`src/rtl/shift_seq_ctrl_pkg.sv`:
```
// shift_seq_pkg: state encoding, shifter mode codes and default widths
// shared by the multi-step shift sequencer and its neighbours.
package shift_seq_pkg;

  localparam int SEQ_WIDTH = 4;
  localparam int SEQ_CNT_W = 3;

  typedef enum logic [1:0] {
    ST_IDLE = 2'd0,
    ST_RUN  = 2'd1,
    ST_DONE = 2'd2
  } seq_state_e;

  localparam logic [2:0] MODE_PASS = 3'b000;
  localparam logic [2:0] MODE_SHL  = 3'b001;
  localparam logic [2:0] MODE_SHR  = 3'b010;
  localparam logic [2:0] MODE_SAR  = 3'b011;
  localparam logic [2:0] MODE_ROTL = 3'b100;
  localparam logic [2:0] MODE_ROTR = 3'b101;
  localparam logic [2:0] MODE_CLR  = 3'b110;
  localparam logic [2:0] MODE_INV  = 3'b111;

  function automatic logic is_busy(
    input seq_state_e s
  );
    return s != ST_IDLE;
  endfunction

endpackage

```
`src/rtl/shift_seq_ctrl_if.sv`:
```
// Command and result handshakes of the shift sequencer.
// slave = sequencer side, master = producer/consumer side.
interface shift_seq_ctrl_if #(
  parameter int WIDTH = shift_seq_pkg::SEQ_WIDTH,
  parameter int CNT_W = shift_seq_pkg::SEQ_CNT_W
);

  logic             cmd_valid;
  logic             cmd_ready;
  logic [WIDTH-1:0] cmd_data;
  logic [2:0]       cmd_mode;
  logic [CNT_W-1:0] cmd_count;

  logic             res_valid;
  logic             res_ready;
  logic [WIDTH-1:0] res_data;

  modport slave (
    input  cmd_valid,
    output cmd_ready,
    input  cmd_data,
    input  cmd_mode,
    input  cmd_count,
    output res_valid,
    input  res_ready,
    output res_data
  );

  modport master (
    output cmd_valid,
    input  cmd_ready,
    output cmd_data,
    output cmd_mode,
    output cmd_count,
    input  res_valid,
    output res_ready,
    input  res_data
  );

endinterface

```
`src/rtl/shift_seq_ctrl.sv`:
```
// Iterates an external shifter N times on one operand, feeding r back to a.
// Optional abort input enabled by SHIFT_SEQ_ABORT_EN.
module shift_seq_ctrl
  import shift_seq_pkg::*;
#(
  parameter int WIDTH = SEQ_WIDTH,
  parameter int CNT_W = SEQ_CNT_W
) (
  input  logic             clk,
  input  logic             rst_n,
`ifdef SHIFT_SEQ_ABORT_EN
  input  logic             abort,
`endif
  shift_seq_ctrl_if.slave  bus,
  output logic [WIDTH-1:0] sh_a,
  output logic [2:0]       sh_mode,
  input  logic [WIDTH-1:0] sh_r,
  output logic             busy
);

  seq_state_e       state_q, state_d;
  logic [WIDTH-1:0] op_q, op_d;
  logic [2:0]       mode_q, mode_d;
  logic [CNT_W-1:0] cnt_q, cnt_d;

  logic st_idle;
  logic st_run;
  logic st_done;
  logic do_abort;

  assign st_idle = state_q == ST_IDLE;
  assign st_run  = state_q == ST_RUN;
  assign st_done = state_q == ST_DONE;

`ifdef SHIFT_SEQ_ABORT_EN
  assign do_abort = abort & ~st_idle;
`else
  assign do_abort = 1'b0;
`endif

  always_ff @(posedge clk or negedge rst_n) begin
    if (!rst_n) begin
      state_q <= ST_IDLE;
      op_q    <= '0;
      mode_q  <= '0;
      cnt_q   <= '0;
    end else begin
      state_q <= state_d;
      op_q    <= op_d;
      mode_q  <= mode_d;
      cnt_q   <= cnt_d;
    end
  end

  always_comb begin
    state_d = state_q;
    op_d    = op_q;
    mode_d  = mode_q;
    cnt_d   = cnt_q;
    unique case (1'b1)
      st_idle: begin
        if (bus.cmd_valid) begin
          op_d   = bus.cmd_data;
          mode_d = bus.cmd_mode;
          cnt_d  = bus.cmd_count;
          if (bus.cmd_count == '0)
            state_d = ST_DONE;
          else
            state_d = ST_RUN;
        end
      end
      st_run: begin
        op_d  = sh_r;
        cnt_d = cnt_q - CNT_W'(1);
        if (cnt_q == CNT_W'(1))
          state_d = ST_DONE;
      end
      st_done: begin
        if (bus.res_ready)
          state_d = ST_IDLE;
      end
      default: state_d = ST_IDLE;
    endcase
    // abort wins over any RUN/DONE progress
    if (do_abort) begin
      state_d = ST_IDLE;
      op_d    = '0;
      cnt_d   = '0;
    end
  end

  assign bus.cmd_ready = st_idle;
  assign bus.res_valid = st_done;
  assign bus.res_data  = op_q;
  assign sh_a          = op_q;
  assign sh_mode       = mode_q;
  assign busy          = is_busy(state_q);

endmodule
```
`src/flat_wrapper.sv`:
```
// flat-port wrapper written by rule: the top's interface ports become plain ports
module shift_seq_ctrl_flat import shift_seq_pkg::*;
#(
  parameter int WIDTH = SEQ_WIDTH,
  parameter int CNT_W = SEQ_CNT_W
)
  (clk, rst_n, sh_a, sh_mode, sh_r, busy, bus_cmd_valid, bus_cmd_ready, bus_cmd_data, bus_cmd_mode, bus_cmd_count, bus_res_valid, bus_res_ready, bus_res_data);
  shift_seq_ctrl_if #(.WIDTH(WIDTH), .CNT_W(CNT_W)) bus_i ();
  input  logic clk;
  input  logic rst_n;
  output logic [WIDTH-1:0] sh_a;
  output logic [2:0] sh_mode;
  input  logic [WIDTH-1:0] sh_r;
  output logic busy;
  input wire logic [$bits(bus_i.cmd_valid)-1:0] bus_cmd_valid;
  output wire logic [$bits(bus_i.cmd_ready)-1:0] bus_cmd_ready;
  input wire logic [$bits(bus_i.cmd_data)-1:0] bus_cmd_data;
  input wire logic [$bits(bus_i.cmd_mode)-1:0] bus_cmd_mode;
  input wire logic [$bits(bus_i.cmd_count)-1:0] bus_cmd_count;
  output wire logic [$bits(bus_i.res_valid)-1:0] bus_res_valid;
  input wire logic [$bits(bus_i.res_ready)-1:0] bus_res_ready;
  output wire logic [$bits(bus_i.res_data)-1:0] bus_res_data;
  assign bus_i.cmd_valid = bus_cmd_valid;
  assign bus_cmd_ready = bus_i.cmd_ready;
  assign bus_i.cmd_data = bus_cmd_data;
  assign bus_i.cmd_mode = bus_cmd_mode;
  assign bus_i.cmd_count = bus_cmd_count;
  assign bus_res_valid = bus_i.res_valid;
  assign bus_i.res_ready = bus_res_ready;
  assign bus_res_data = bus_i.res_data;
  shift_seq_ctrl #(.WIDTH(WIDTH), .CNT_W(CNT_W)) u_core (.clk(clk), .rst_n(rst_n), .bus(bus_i), .sh_a(sh_a), .sh_mode(sh_mode), .sh_r(sh_r), .busy(busy));
endmodule
```
`config.mk`:
```
export PLATFORM = sky130hd
export DESIGN_NAME = shift_seq_ctrl_flat
export DESIGN_NICKNAME = d
export VERILOG_FILES = /design/src/rtl/shift_seq_ctrl_pkg.sv /design/src/rtl/shift_seq_ctrl_if.sv /design/src/rtl/shift_seq_ctrl.sv /design/src/flat_wrapper.sv
export SDC_FILE = /design/constraint.sdc
export NUM_CORES = 1
export LEC_CHECK = 0
export CAP_MARGIN = 20
export CORE_AREA = 2 2 45 47
export DETAILED_ROUTE_END_ITERATION = 7
export DIE_AREA = 0 0 47 49
export PLACE_DENSITY_LB_ADDON = 0.3
export RECOVER_POWER = 100
export SLEW_MARGIN = 20
export SYNTH_ARGS = -nofsm -noshare
export SYNTH_HDL_FRONTEND = slang
export SYNTH_SLANG_ARGS = --single-unit
```
`constraint.sdc`:
```
create_clock -name clk -period 1.4 [get_ports clk]
set_input_delay 0.28 -clock clk [delete_from_list [all_inputs] [get_ports clk]]
set_output_delay 0.28 -clock clk [all_outputs]
set_load 0.05 [all_outputs]
```
# == Word-level counts from Yosys, hierarchy flattened ==
# Cells that the tools add are included.
# totals
register_bits,12
input_bits,18
out_inout_bits,14
wordCells,27
# classes
add_sub_neg,1
eq_ne,6
muxes,9
reduce_logical,7
# op_table
op,count
$mux W2,4
$pmux W4 S2,1
$pmux W2 S3,1
$pmux W3 S2,1
$mux W4,1
$ne A2 B2 Y1 const B,2
$reduce_and A2 Y1,2
$reduce_bool A2 Y1,2
$eq A3 B1 Y1 const B,1
$logic_not A3 Y1,1
$mux W3,1
$reduce_and A3 Y1,1
$sub A3 B1 Y3 const B,1
$eq A2 B1 Y1 const B,1
$eq A2 B2 Y1 const B,1
$logic_not A2 Y1,1
$ne A2 B1 Y1 const B,1

# == Logic depth before layout (Yosys ltp) ==
# logic_depth
ltp_word,4
depth_mapped,5

# == Least setup slack after synthesis ==
# No wires, ideal clock.
# synth_path
path_kind,flip-flop to flip-flop
startpoint,register u_core.state_q[1]
endpoint,register u_core.state_q[1]
arrival_ps,1521
required_time_ps,1317
slack_ps,-203
stages_incl_launch_ff,5
synth_period_minus_slack_ps,1603
cell_sequence,dfrtp_1 -> clkbuf_2 -> nor2b_1 -> a21oi_1 -> o21ai_0
# synth_via
elab_chain_cells,3
word_cells_on_any_way,8
classes_between,eq/ne (5); mux (1); reduce/logical (2)
# synth_lines
element,line,text
from (decl),shift_seq_ctrl.sv:21,"seq_state_e state_q, state_d;"
from (signal assigned),shift_seq_ctrl.sv:48,state_q <= state_d;
$eq A2 B2 Y1 *,shift_seq_ctrl.sv:33,assign st_done = state_q == ST_DONE;
via bus_res_valid,flat_wrapper.sv:20,output wire logic [$bits(bus_i.res_valid)-1:0] bus_res_valid;
$ne A2 B1 Y1 (no line),n/a,
$reduce_and A3 Y1 (no line),n/a,
# Mark *: on every way through the listed nets, which the timed path passes. The rest lies on a longest branch.
# A chain may end at the register's enable or synchronous reset.

# == Final worst setup path ==
# layout_path
startpoint,register u_core.state_q[1]
endpoint,output port bus_cmd_ready
# layout_via
elab_chain_cells,1
# layout_lines
element,line,text
$logic_not A2 Y1,shift_seq_ctrl.sv:31,assign st_idle = state_q == ST_IDLE;
to (decl),flat_wrapper.sv:16,output wire logic [$bits(bus_i.cmd_ready)-1:0] bus_cmd_ready;
# Every way passes these cells.

==> results.py <==
metrics = {
    "critical_path": {
        "slowest_delay_ns": 0.44,
        "cpMaxStageDelayCell": "dfrtp_2",
        "cp.arrival_ns": 1.10,
        "end_kind": "output pin",
        "cp_max_fo": 4,
        "cp_cell_sequence": "nor2_4 -> buf_4 -> buf_12",
        "rr_startpoint": "u_core.state_q[1]$_DFFE_PN0P_",
        "startpoint": "u_core.state_q[1]$_DFFE_PN0P_",
        "path_class": "reg2out",
        "worstSetupStartpointType": "flop",
        "required_ns": 1.12,
    },
    "layout": {
        "drive_gt1_share_pct": 31.1,
        "final_util_pct": 56.1,
        "fillers": 177,
        "multiInputGateArea_sq_um": 288,
        "num_antenna_cells": 0,
        "layoutNonFillerInstCount": 133,
        "fin_nets": 128,
        "syn2layout_area_growth_pct": 58.5,
        "layout_common_cells": "16 x clkdlybuf4s50_1, 11 x clkbuf_2, 10 x dfrtp_1",
        "ff_latch_area_sq_um": 303,
        "mostFrequentLayoutCell": "clkdlybuf4s50_1",
    },
    "floorplanning": {
        "core_sq_um": 1840,
        "die_h_um": 49,
        "io_pins": 32,
        "fp.dieArea_sq_um": 2300,
        "num_rows": 16,
        "start_util_pct": 35.4,
        "die_w_um": 47,
    },
    "timing": {
        "fin_ws_ns": 0.0174,
        "finalSetupViolations": 0,
        "worst_pin_slew_ns": 0.673,
        "tns_ns": 0,
        "finClkSkew_ns": 0.000891,
        "hold_violations": 0,
        "slew_headroom_pct": 55.1,
        "grt_setup_unrepaired": "true",
        "period_minus_slack_ns": 1.38,
        "clock.fmax_mhz": 723,
        "final.period_utilization_pct": 98.8,
        "drv_slew": 0,
    },
    "run": {
        "cap_viol_max_count": 0,
    },
    "route": {
        "vias_per_cell": 4.80,
        "drt_iter0_drc": 13,
        "postRouteAntennaNets": 0,
        "wire_per_inst_um": 13.9,
        "drc": 0,
        "routed_wl_um": 1850,
        "vias": 638,
        "firstDrtPassIters": 4,
    },
    "power_and_ir_drop": {
        "sw_frac_of_total_pct": 52.2,
        "clkPwrFrac_pct": 7.1,
        "ir_drop_mv": 1.44,
        "leakage_nw": 0.485,
        "p_per_area_nw_per_um2": 2860,
        "p_int_mw": 1.41,
        "combPwrFrac_pct": 70.1,
        "pwr-share-seq_pct": 22.8,
        "p_sw_mw": 1.54,
    },
    "clock_network": {
        "cts_tree": "done",
        "cts_root_buffer": "clkbuf_4",
        "clock-sinks": 12,
        "numCtsBuffers": 3,
        "insertion_delay_ns": 0.27,
        "cts.path.max_buffers": 2,
        "cts_htree_levels": 1,
        "clkTransAtPathRegs_ns": 0.07,
    },
    "placement": {
        "routabilityCongestion": 0.829,
        "pre_cts_ws_ns": -0.0559,
        "hpwl_um": 1330,
        "dp.cells": 127,
        "io_buffer_count": 31,
    },
    "grt": {
        "grt_max_degree": 13,
        "grt_usage_pct": 18.3,
        "grt_pass1_wl_um": 2950,
        "antenna_found_initial": 0,
        "overflow": 0,
        "grt_pass1_vias": 652,
    },
    "synth": {
        "synth_cell_type_count": 20,
        "syn_area_sq_um": 652,
        "avgSynthCellArea_sq_um": 9.73,
        "syn_nets": 87,
        "syn_inst": 67,
        "ys_seq_elements": 12,
        "ys_warn_count": 0,
        "seq_area_frac_synth_pct": 46.1,
    },
    "min_path": {
        "hp-class": "reg2reg",
        "hp-start": "u_core.cnt_q[1]$_DFFE_PN0P_",
    },
    "outcome": {
        "status": "finished clean",
    },
}
==> worst max-delay path, delay by kind of cell (launching register included) <==
kind / cells / cell delay (ns)
flops: 1 / 0.44
buf+inv: 2 / 0.25
simple gates: 1 / 0.14
==> synthesized netlist by cell type <==
cell type | instances | area share [%]
dfrtp_1 | 12 | 46
nand2_1 | 8 | 4.6
inv_1 | 7 | 4.0
o21ai_0 | 7 | 5.4
a21oi_1 | 6 | 4.6
buf_4 | 5 | 5.8
a22oi_1 | 3 | 3.5
mux2_4 | 3 | 6.9
nor2b_1 | 3 | 2.9
and3b_1 | 2 | 2.7
ha_1 | 2 | 3.8
a32oi_1 | 1 | 1.3
and2_4 | 1 | 1.3
clkbuf_2 | 1 | 0.77
nor2_2 | 1 | 0.96
nor4bb_1 | 1 | 1.5
o21ai_1 | 1 | 0.77
o21bai_1 | 1 | 1.2
o22ai_1 | 1 | 0.96
or3_1 | 1 | 0.96
==> layout make-up <==
cell class | instances | share of cell area, %
tap | 27 | 3.27
multi-input combinational | 42 | 27.8
clock buffer | 3 | 2.18
sequential | 12 | 29.3
inverter | 7 | 2.54
timing repair buffer | 42 | 34.9
==> state kept, by name (all words and copies together), names as in the netlist <==
| signal | cells |
|---|---|
| u_core.sh_mode | 3 |
| u_core.cnt_q | 3 |
| u_core.state_q | 2 |
| u_core.bus.res_data | 4 |
==> worst paths after layout <==
kind / endpoint / slack [ns] / depth (start not counted)
max: bus_cmd_ready / 0.02 / 3
min: u_core.cnt_q[1]$_DFFE_PN0P_ / 0.50 / 2
max reg2reg: u_core.sh_mode[1]$_DFFE_PN0P_ / 0.05 / 4
min reg2reg: u_core.cnt_q[1]$_DFFE_PN0P_ / 0.50 / 2
max in group asynchronous: u_core.state_q[1]$_DFFE_PN0P_ / 0.38 / 2
min in group asynchronous: u_core.state_q[0]$_DFFE_PN0P_ / 0.55 / 2
==> metrics by stage <==
stage | hold slack, ns | power [mW] | area [sq um]
2_1_floorplan | -0.0156 | 2.05 | 659
3_3_place_gp | 0.473 | 3.20 | 1160
3_5_place_dp | 0.486 | 3.25 | 1160
4_1_cts | 0.312 | 3.56 | 1210
5_1_grt | 0.539 | 3.11 | 1030
6_report | 0.500 | 2.96 | 1030
==> power by group through the flow <==
| stage | Sequential [mW] | Clock, mW | Combinational (mW) |
|---|---|---|---|
| floorplan | 1.02 | 0 | 1.04 |
| global placement | 0.763 | 0 | 2.43 |
| detailed placement | 0.775 | 0 | 2.47 |
| CTS | 0.762 | 0.221 | 2.57 |
| global route | 0.700 | 0.239 | 2.17 |
| finish | 0.676 | 0.210 | 2.07 |
==> metal layers <==
metal | share of wire (%) | up-vias | global-route usage, %
met5 | 0 | - | 0
met4 | 1.9 | 0 | 11.1
met3 | 7.3 | 4 | 3.70
met2 | 50 | 31 | 27.2
met1 | 41 | 299 | 23.7
li1 | - | 304 | -
==> kinds of logic after synthesis <==
kind of cell | count (synthesis) | share of synthesized area (%)
AOI/OAI and AO/OA | 20 | 17.7
adders and majority gates | 2 | 3.84
muxes | 3 | 6.91
DFF | 12 | 46.1
and+or+nand+nor | 17 | 15.0
buffers and inverters | 13 | 10.6
==> timing repair <==
| action | 4_1_cts | 5_1_grt |
|---|---|---|
| endpoints found under the setup margin | 3 | 2 |
| pin swaps | 1 | 1 |
| buffers inserted | 3 | 0 |
| hold buffers | 0 | 0 |
| gates resized for setup | 2 | 0 |
Note: power is estimated with default switching activity, not from simulation.
